==> config.mk <==
export PLATFORM = sky130hd
export DESIGN_NAME = sram_arbiter
export DESIGN_NICKNAME = d
export VERILOG_FILES = /design/src/rtl/sram_arb_pkg.sv /design/src/rtl/sram_arb_perf_cnt.sv /design/src/rtl/sram_arbiter.sv
export SDC_FILE = /design/constraint.sdc
export NUM_CORES = 1
export LEC_CHECK = 0
export ABC_CLOCK_PERIOD_IN_PS = 2130
export CORE_MARGIN = 8
export CORE_UTILIZATION = 40
export DETAILED_ROUTE_END_ITERATION = 7
export PLACE_DENSITY = 0.84
export SYNTH_ARGS = -nofsm -noshare
export SYNTH_HDL_FRONTEND = slang
export SYNTH_SLANG_ARGS = --single-unit
==> constraint.sdc <==
create_clock -name clk -period 2.13 [get_ports clk]
set_input_delay 0.426 -clock clk [delete_from_list [all_inputs] [get_ports clk]]
set_output_delay 0.426 -clock clk [all_outputs]
set_load 0.005 [all_outputs]
==> src/rtl/sram_arb_pkg.sv <==
// Shared definitions for the SRAM arbiter: FSM state encoding, grant ids,
// SRAM control constants and the SRAM word-address width.
package sram_arb_pkg;

    localparam int SRAM_AW = 20;  // SRAM word address bits, taken from byte address [21:2]
    localparam int CNT_W   = 4;   // access wait counter width

    typedef enum logic [1:0] {
        ST_IDLE   = 2'd0,
        ST_ACCESS = 2'd1,
        ST_ACK    = 2'd2
    } arb_state_e;

    typedef logic gnt_t;
    localparam gnt_t GNT_IF  = 1'b0;
    localparam gnt_t GNT_MEM = 1'b1;

    // Active-low SRAM strobes grouped so they always move together.
    typedef struct packed {
        logic ce_n;
        logic oe_n;
        logic we_n;
    } sram_ctrl_t;

    localparam sram_ctrl_t CTRL_IDLE  = '{ce_n: 1'b1, oe_n: 1'b1, we_n: 1'b1};
    localparam sram_ctrl_t CTRL_READ  = '{ce_n: 1'b0, oe_n: 1'b0, we_n: 1'b1};
    localparam sram_ctrl_t CTRL_WRITE = '{ce_n: 1'b0, oe_n: 1'b1, we_n: 1'b0};

    localparam logic [3:0] BE_N_IDLE = 4'hF;  // no byte lanes selected
    localparam logic [3:0] BE_N_ALL  = 4'h0;  // full-word read

    // Strobe pattern held for the whole access.
    function automatic sram_ctrl_t access_ctrl(input logic is_write);
        return is_write ? CTRL_WRITE : CTRL_READ;
    endfunction

endpackage

==> src/rtl/sram_arb_perf_cnt.sv <==
// Free-running 32-bit event counter (wraps, no saturation) used by the
// arbiter's optional performance monitors. The module only exists when
// SRAM_ARB_PERF_EN is defined, matching the only place it is instantiated.
`ifdef SRAM_ARB_PERF_EN
module sram_arb_perf_cnt (
    input  logic        clk,
    input  logic        rst,
    input  logic        inc_i,
    output logic [31:0] cnt_o
);

    logic [31:0] cnt_q;

    // Count one per cycle with inc_i high; wrap-around is intended.
    always_ff @(posedge clk) begin
        if (rst) begin
            cnt_q <= '0;
        end else if (inc_i) begin
            cnt_q <= cnt_q + 32'd1;
        end
    end

    assign cnt_o = cnt_q;

endmodule
`endif

==> src/rtl/sram_arbiter.sv <==
// Arbiter sharing one asynchronous single-port SRAM between instruction
// fetch (IF) and the MEM-stage load/store port. Fixed priority MEM > IF,
// fixed-length SRAM cycle of WAIT_CYCLES (1..15), one-cycle ack per access.
// All outputs are registered. Optional build macro SRAM_ARB_PERF_EN adds
// the perf_if_wait_o / perf_conflict_o event counters.
module sram_arbiter
    import sram_arb_pkg::*;
#(
    parameter int WAIT_CYCLES = 2
) (
    input  logic               clk,
    input  logic               rst,
    // instruction fetch port
    input  logic               if_req_i,
    input  logic [31:0]        if_addr_i,
    output logic [31:0]        if_rdata_o,
    output logic               if_ack_o,
    // MEM-stage load/store port
    input  logic               mem_re_i,
    input  logic               mem_we_i,
    input  logic [31:0]        mem_addr_i,
    input  logic [3:0]         mem_wbe_n_i,
    input  logic [31:0]        mem_wdata_i,
    output logic [31:0]        mem_rdata_o,
    output logic               mem_ack_o,
`ifdef SRAM_ARB_PERF_EN
    output logic [31:0]        perf_if_wait_o,
    output logic [31:0]        perf_conflict_o,
`endif
    // SRAM pins
    output logic [SRAM_AW-1:0] sram_addr_o,
    output logic [31:0]        sram_wdata_o,
    input  logic [31:0]        sram_rdata_i,
    output logic [3:0]         sram_be_n_o,
    output logic               sram_ce_n_o,
    output logic               sram_oe_n_o,
    output logic               sram_we_n_o
);

    // Counter reload so that ACCESS lasts exactly WAIT_CYCLES cycles.
    localparam logic [CNT_W-1:0] CNT_LOAD = CNT_W'(WAIT_CYCLES - 1);

    arb_state_e         state_q;
    logic [CNT_W-1:0]   cnt_q;
    gnt_t               gnt_q;
    logic               write_q;
    sram_ctrl_t         ctrl_q;
    logic [SRAM_AW-1:0] addr_q;
    logic [31:0]        wdata_q;
    logic [3:0]         be_n_q;
    logic               if_ack_q;
    logic               mem_ack_q;
    logic [31:0]        if_rdata_q;
    logic [31:0]        mem_rdata_q;

    // Grant candidate, evaluated every cycle but only latched in IDLE.
    logic               mem_req;
    logic               any_req;
    gnt_t               gnt_d;
    logic               write_d;
    logic [SRAM_AW-1:0] addr_d;
    logic [31:0]        wdata_d;
    logic [3:0]         be_n_d;

    assign mem_req = mem_re_i | mem_we_i;
    assign any_req = mem_req | if_req_i;

    // Only word-address bits reach the SRAM; byte offset and upper bits are dropped.
    logic unused_addr_bits;
    assign unused_addr_bits = ^{if_addr_i[31:22], if_addr_i[1:0],
                                mem_addr_i[31:22], mem_addr_i[1:0]};

    // Fixed-priority selection of the operands for the next access (MEM wins).
    always_comb begin
        // NOTE: defaults first so every path assigns every signal and no latch is inferred.
        gnt_d   = GNT_IF;
        write_d = 1'b0;
        addr_d  = if_addr_i[21:2];
        wdata_d = '0;
        be_n_d  = BE_N_ALL;
        if (mem_req) begin
            gnt_d   = GNT_MEM;
            write_d = mem_we_i;  // re and we together count as a store
            addr_d  = mem_addr_i[21:2];
            if (mem_we_i) begin
                wdata_d = mem_wdata_i;
                be_n_d  = mem_wbe_n_i;
            end
        end
    end

    // Access FSM with registered SRAM pins, acks and read-data captures.
    always_ff @(posedge clk) begin
        // NOTE: non-blocking assignments so every register sees pre-edge values.
        if (rst) begin
            state_q     <= ST_IDLE;
            cnt_q       <= '0;
            gnt_q       <= GNT_IF;
            write_q     <= 1'b0;
            ctrl_q      <= CTRL_IDLE;
            addr_q      <= '0;
            wdata_q     <= '0;
            be_n_q      <= BE_N_IDLE;
            if_ack_q    <= 1'b0;
            mem_ack_q   <= 1'b0;
            if_rdata_q  <= '0;
            mem_rdata_q <= '0;
        end else begin
            case (state_q)
                ST_IDLE: begin
                    if (any_req) begin
                        state_q <= ST_ACCESS;
                        cnt_q   <= CNT_LOAD;
                        gnt_q   <= gnt_d;
                        write_q <= write_d;
                        addr_q  <= addr_d;
                        wdata_q <= wdata_d;
                        be_n_q  <= be_n_d;
                        ctrl_q  <= access_ctrl(write_d);
                    end
                end
                ST_ACCESS: begin
                    if (cnt_q == '0) begin
                        state_q <= ST_ACK;
                        ctrl_q  <= CTRL_IDLE;
                        be_n_q  <= BE_N_IDLE;
                        if (!write_q) begin
                            if (gnt_q == GNT_MEM) begin
                                mem_rdata_q <= sram_rdata_i;
                            end else begin
                                if_rdata_q <= sram_rdata_i;
                            end
                        end
                        if_ack_q  <= (gnt_q == GNT_IF);
                        mem_ack_q <= (gnt_q == GNT_MEM);
                    end else begin
                        cnt_q <= cnt_q - 1'b1;
                    end
                end
                ST_ACK: begin
                    // Single-cycle ack; arbitration resumes in the following IDLE cycle.
                    state_q   <= ST_IDLE;
                    if_ack_q  <= 1'b0;
                    mem_ack_q <= 1'b0;
                end
                default: begin
                    state_q <= ST_IDLE;
                end
            endcase
        end
    end

    assign if_rdata_o   = if_rdata_q;
    assign if_ack_o     = if_ack_q;
    assign mem_rdata_o  = mem_rdata_q;
    assign mem_ack_o    = mem_ack_q;
    assign sram_addr_o  = addr_q;
    assign sram_wdata_o = wdata_q;
    assign sram_be_n_o  = be_n_q;
    assign sram_ce_n_o  = ctrl_q.ce_n;
    assign sram_oe_n_o  = ctrl_q.oe_n;
    assign sram_we_n_o  = ctrl_q.we_n;

`ifdef SRAM_ARB_PERF_EN
    logic if_wait_inc;
    logic conflict_inc;

    assign if_wait_inc  = if_req_i & ~if_ack_q;
    assign conflict_inc = (state_q == ST_IDLE) & if_req_i & mem_req;

    sram_arb_perf_cnt u_perf_if_wait (
        .clk   (clk),
        .rst   (rst),
        .inc_i (if_wait_inc),
        .cnt_o (perf_if_wait_o)
    );

    sram_arb_perf_cnt u_perf_conflict (
        .clk   (clk),
        .rst   (rst),
        .inc_i (conflict_inc),
        .cnt_o (perf_conflict_o)
    );
`endif

endmodule

-- Yosys cells after proc, flatten, opt, wreduce, memory -nomap -nowiden
Cells that the tools add are included.
- register bits after elaboration: 133
- bits of input ports: 137
- logic and storage cells: 59
- add/sub/neg operators: 1
- equal/unequal tests: 5
- muxes and demuxes: 24
- bitwise operators: 4
- reductions and logical operators: 11
- operators with widths (operator ; number):
    $mux W32 ; 2
    $mux W4 ; 6
    $mux W20 ; 1
    $pmux W4 S2 ; 2
    $reduce_and A4 Y1 ; 2
    $mux W2 ; 3
    $mux W3 ; 2
    $ne A2 B2 Y1 const B ; 3
    $pmux W3 S2 ; 1
    $reduce_and A2 Y1 ; 3
    $reduce_and A3 Y1 ; 2
    $logic_not A4 Y1 ; 1
    $mux W1 ; 4
    $pmux W1 S2 ; 2
    $pmux W2 S2 ; 1
    $reduce_bool A2 Y1 ; 2
    $sub A4 B1 Y4 const B ; 1
    $eq A2 B1 Y1 const B ; 1
    $eq A2 B2 Y1 const B ; 1
    $logic_not A2 Y1 ; 1
    $not A1 Y1 ; 2
    $or A1 B1 Y1 ; 2

-- Logic depth before layout (Yosys ltp)
- depth after elaboration: 5
- depth in mapped cells: 7

-- Worst setup path after synthesis
Ideal clock, no wire load.
- path kind: register to register
- from: register cnt_q[0]
- to: register if_rdata_q[10], in the netlist if_rdata_o[10]
- setup time: 72 ps
- arrival time: 1719 ps
- data required time: 2058 ps
- slack: 340 ps
- cell stages (with the launch flop): 8
- clock period less this slack: 1790 ps
- cells stage by stage: dfxtp_1 > inv_1 > ha_1 > or3b_1 > buf_6 > nor4_4 > buf_6 > mux2i_1
- cells in the longest elaborated chain, start to end: 2
- ends and longest elaborated chain (element ; line ; source):
    start: declaration ; sram_arbiter.sv:44 ; logic [CNT_W-1:0] cnt_q;
    start signal: assignment ; sram_arbiter.sv:137 ; cnt_q <= cnt_q - 1'b1;
    $logic_not A4 Y1 ; sram_arbiter.sv:123 ; if (cnt_q == '0) begin
    $reduce_and A4 Y1 (no line) ; n/a ;
    end signal: assignment ; sram_arbiter.sv:131 ; if_rdata_q <= sram_rdata_i;
    end: declaration ; sram_arbiter.sv:53 ; logic [31:0] if_rdata_q;
No other way between the ends.
A chain may end at the register's enable or synchronous reset.

-- Worst setup path in the final report
- from: register cnt_q[0]
- to: register if_rdata_q[4], in the netlist if_rdata_o[4]
Same word-level chain as after synthesis.

==> results.yml <==
power_and_ir_drop:
  sw_frac_of_total_pct: 24.6
  intPower_w: 0.00538
  combPwrFrac_pct: 18.9
  power.total_w: 0.00714
  clkPwrFrac_pct: 41.6
  p_leak_nw: 3.28
  p_seq_share_pct: 39.5
  p_sw_w: 0.00176
  ir_worst_vdd_uv: 446
  powerDensity_nw_per_um2: 841
global_routing:
  grt_pass1_vias: 4999
  grt_pass1_wl_mm: 26.6
  antenna_found_initial: 0
  grt_overflow_total: 0
  track_usage_pct: 18.9
  grt_start_max_net_pins: 74
finish:
  fill_cells: 1008
  fin_util_pct: 64.9
  area_growth_pct: 60.2
  nets: 883
  n_antenna_cell: 0
  drive_gt1_share_pct: 7.65
  multi_input_area_um2: 2420
  seq_area_um2: 2660
sta:
  setup_violations: 0
  layout_setup_ws_ps: 182
  worst_slew_pin_slew_ps: 828
  skew_ps: 7.08
  tns_ps: 0
  hold_viol_final: 0
  period_minus_slack_ps: 1950
  max-slew-margin-rel_pct: 44.7
  rsz0062_at_grt: "no"
  maxClockFrequency_mhz: 513
  finalCritPeriodShare_pct: 91.4
  finalMaxSlewViolations: 0
route:
  drc: 0
  wl_per_cell_um: 17.9
  drt_wl_total_mm: 16.7
  drt_iter0_drc: 290
  routed_via_density: 5.14
  ant_nets: 0
  dr.pass1.iters: 5
  vias: 4805
cts:
  clock-sinks: 133
  clk_latency_ps: 410
  cts_tree: "built"
  post_cts_buffers: 0
  cts_buffer_depth: 2
  numCtsBuffers: 17
  holdBufCountCts: 0
  h-tree-depth: 4
  cts.clk_slew.worst_paths_ps: 60
  cts-root-buf: "clkbuf_16"
synth:
  ys_seq_area_share_pct: 50.2
  ys_top_cells_by_area: "dfxtp_1 (50%), mux2i_1 (13%), nand2b_1 (12%), a22o_1 (5.3%), a311oi_1 (3.3%)"
  syn_nets: 655
  synth_area_leader_cell: "dfxtp_1"
  synth_area_um2: 5300
  ys_ff_latch: 133
  synth_cell_type_count: 35
  syn_area_per_cell_um2: 10.3
  synthesis.instances: 517
  ys_warn_count: 0
  synth_top_cell_area_share_pct: 50.2
critical_path:
  slowest_stage: "or3b_1"
  max_stage_delay_ps: 500
  critPathLaunchType: "register"
  worstPathMaxFanout: 32
  crit_required_ps: 2460
  crit_chain: "inv_1, ha_1, or3b_1, nor4_4, buf_12, mux2i_1"
  worstSetupPathType: "register to register"
  arrival_ps: 2280
  timing.critical_path.to_type: "register"
place:
  gp_congestion: 0.829
  port_buffers: 237
  dp.final_hpwl_mm: 12.3
  pre_cts_ws_ps: -406
floorplanning:
  die_x_um: 131
  std_cell_rows: 42
  core_um2: 13100
  ios: 262
  design.die.area_um2: 17200
  die_h_um: 131
  initial_utilization_pct: 40.5
worst_hold_path:
  min_path_type: "input pin to register"
outcome:
  status: "completed"
flow_run:
  cap_violations: 0
==> power by group through the flow <==
stage / clock, W / combinational (W) / sequential [W]
after global placement: 0 / 0.00131 / 0.00286
final: 0.00297 / 0.00135 / 0.00282
after CTS: 0.00303 / 0.00136 / 0.00282
after global routing: 0.00314 / 0.00144 / 0.00285
after floorplan: 0 / 0.000569 / 0.00287
after detailed placement: 0 / 0.00135 / 0.00287
==> metal layers <==
layer | part of all wire [%] | GRT usage [%]
met1 | 40 | 20.4
met2 | 50 | 32.9
met3 | 7.4 | 6.82
met4 | 2.4 | 7.55
met5 | 0 | 0
==> path summary, 6_finish.rpt <==
path | from | end | slack, ps | cells after the start
worst max-delay path | cnt_q[0]$_SDFFE_PP0P_ | if_rdata_o[4]$_SDFFE_PP0P_ | 180 | 6
worst min-delay path | rst | state_q[0]$_SDFFE_PP0P_ | 430 | 2
worst min register to register | sram_wdata_o[23]$_SDFFE_PP0P_ | sram_wdata_o[23]$_SDFFE_PP0P_ | 470 | 1
worst max register to register | cnt_q[0]$_SDFFE_PP0P_ | if_rdata_o[4]$_SDFFE_PP0P_ | 180 | 6
==> cells in the final DEF (no fill, tap or decap), types with 2 or more instances in the layout <==
cell type and instances:
nor3_1 2, o221ai_1 2, nor2_1 6, o21ai_0 25, clkinvlp_4 5, a22o_1 32
bufinv_16 3, inv_1 4, buf_4 13, nand2b_1 98, clkinv_2 4, o211ai_1 3
nand4b_1 2, clkdlybuf4s50_1 236, a211oi_1 4, a21oi_1 28, buf_12 5, clkbuf_8 2
clkbuf_16 17, nand2_1 23, or3_1 4, mux2i_1 68, nor2_2 2, dfxtp_1 133
a311oi_1 20
==> kinds of logic after synthesis <==
logic type               after synthesis  share of synthesized area, %
flip-flops                           133                          50.2
multiplexers                          68                          12.8
AO/OA/AOI/OAI                        120                          16.0
AND/OR/NAND/NOR                      146                          16.4
buffers and inverters                 49                          4.27
adder cells (fa/ha/maj)                1                         0.236
==> worst max-delay path, delay by kind of cell (launching register included) <==
kind	cells	cell delay [ps]
AND/OR/NAND/NOR	2	740
multiplexers	1	240
flip-flops	1	320
adder cells (fa/ha/maj)	1	200
buffers and inverters	2	370
==> what timing repair did <==
item                                    4_1_cts  5_1_grt
gates resized for setup                       0        1
hold endpoints to repair                      0        0
endpoints found under the setup margin        0       20
==> through the flow <==
step / instance area (um^2) / instances / hold slack (ps)
final: 8490 / 934 / 434
after CTS: 8490 / 934 / 413
after detailed placement: 7880 / 902 / 461
after global routing: 8490 / 934 / 448
after global placement: 7880 / 902 / 453
after floorplan: 5300 / 517 / 456
==> Yosys cell counts, drive strengths merged <==
master,count
nand2,23
buf,15
ha,1
inv,4
o21ai,25
nor2,8
nor4,2
nand4b,2
nor3,2
nor3b,2
a31o,1
o211ai,3
a21boi,1
or3,4
mux2i,68
a31oi,1
o221ai,2
a22o,32
clkbuf,30
a21o,1
or3b,1
dfxtp,133
nand2b,98
or4,1
or2,1
nand3,1
a211oi,4
a22oi,1
a21oi,29
a311oi,20
nor2b,1
==> cell type report <==
cell class / instances / area share [%]
clock buffers: 19 / 5.34
clock inverters: 13 / 1.84
flip-flops and latches: 133 / 31.4
multi-input cells: 335 / 28.5
repair buffers: 254 / 30.2
well taps: 176 / 2.59
inverters: 4 / 0.177
==> registers in the layout (all words and copies together), names as in the netlist <==
register,count
gnt_q,1
mem_rdata_o,32
sram_ce_n_o,1
state_q,2
sram_wdata_o,32
sram_we_n_o,1
cnt_q,4
if_rdata_o,32
write_q,1
sram_be_n_o,4
if_ack_o,1
mem_ack_o,1
sram_addr_o,20
sram_oe_n_o,1
(Power assumes the default switching activity.)
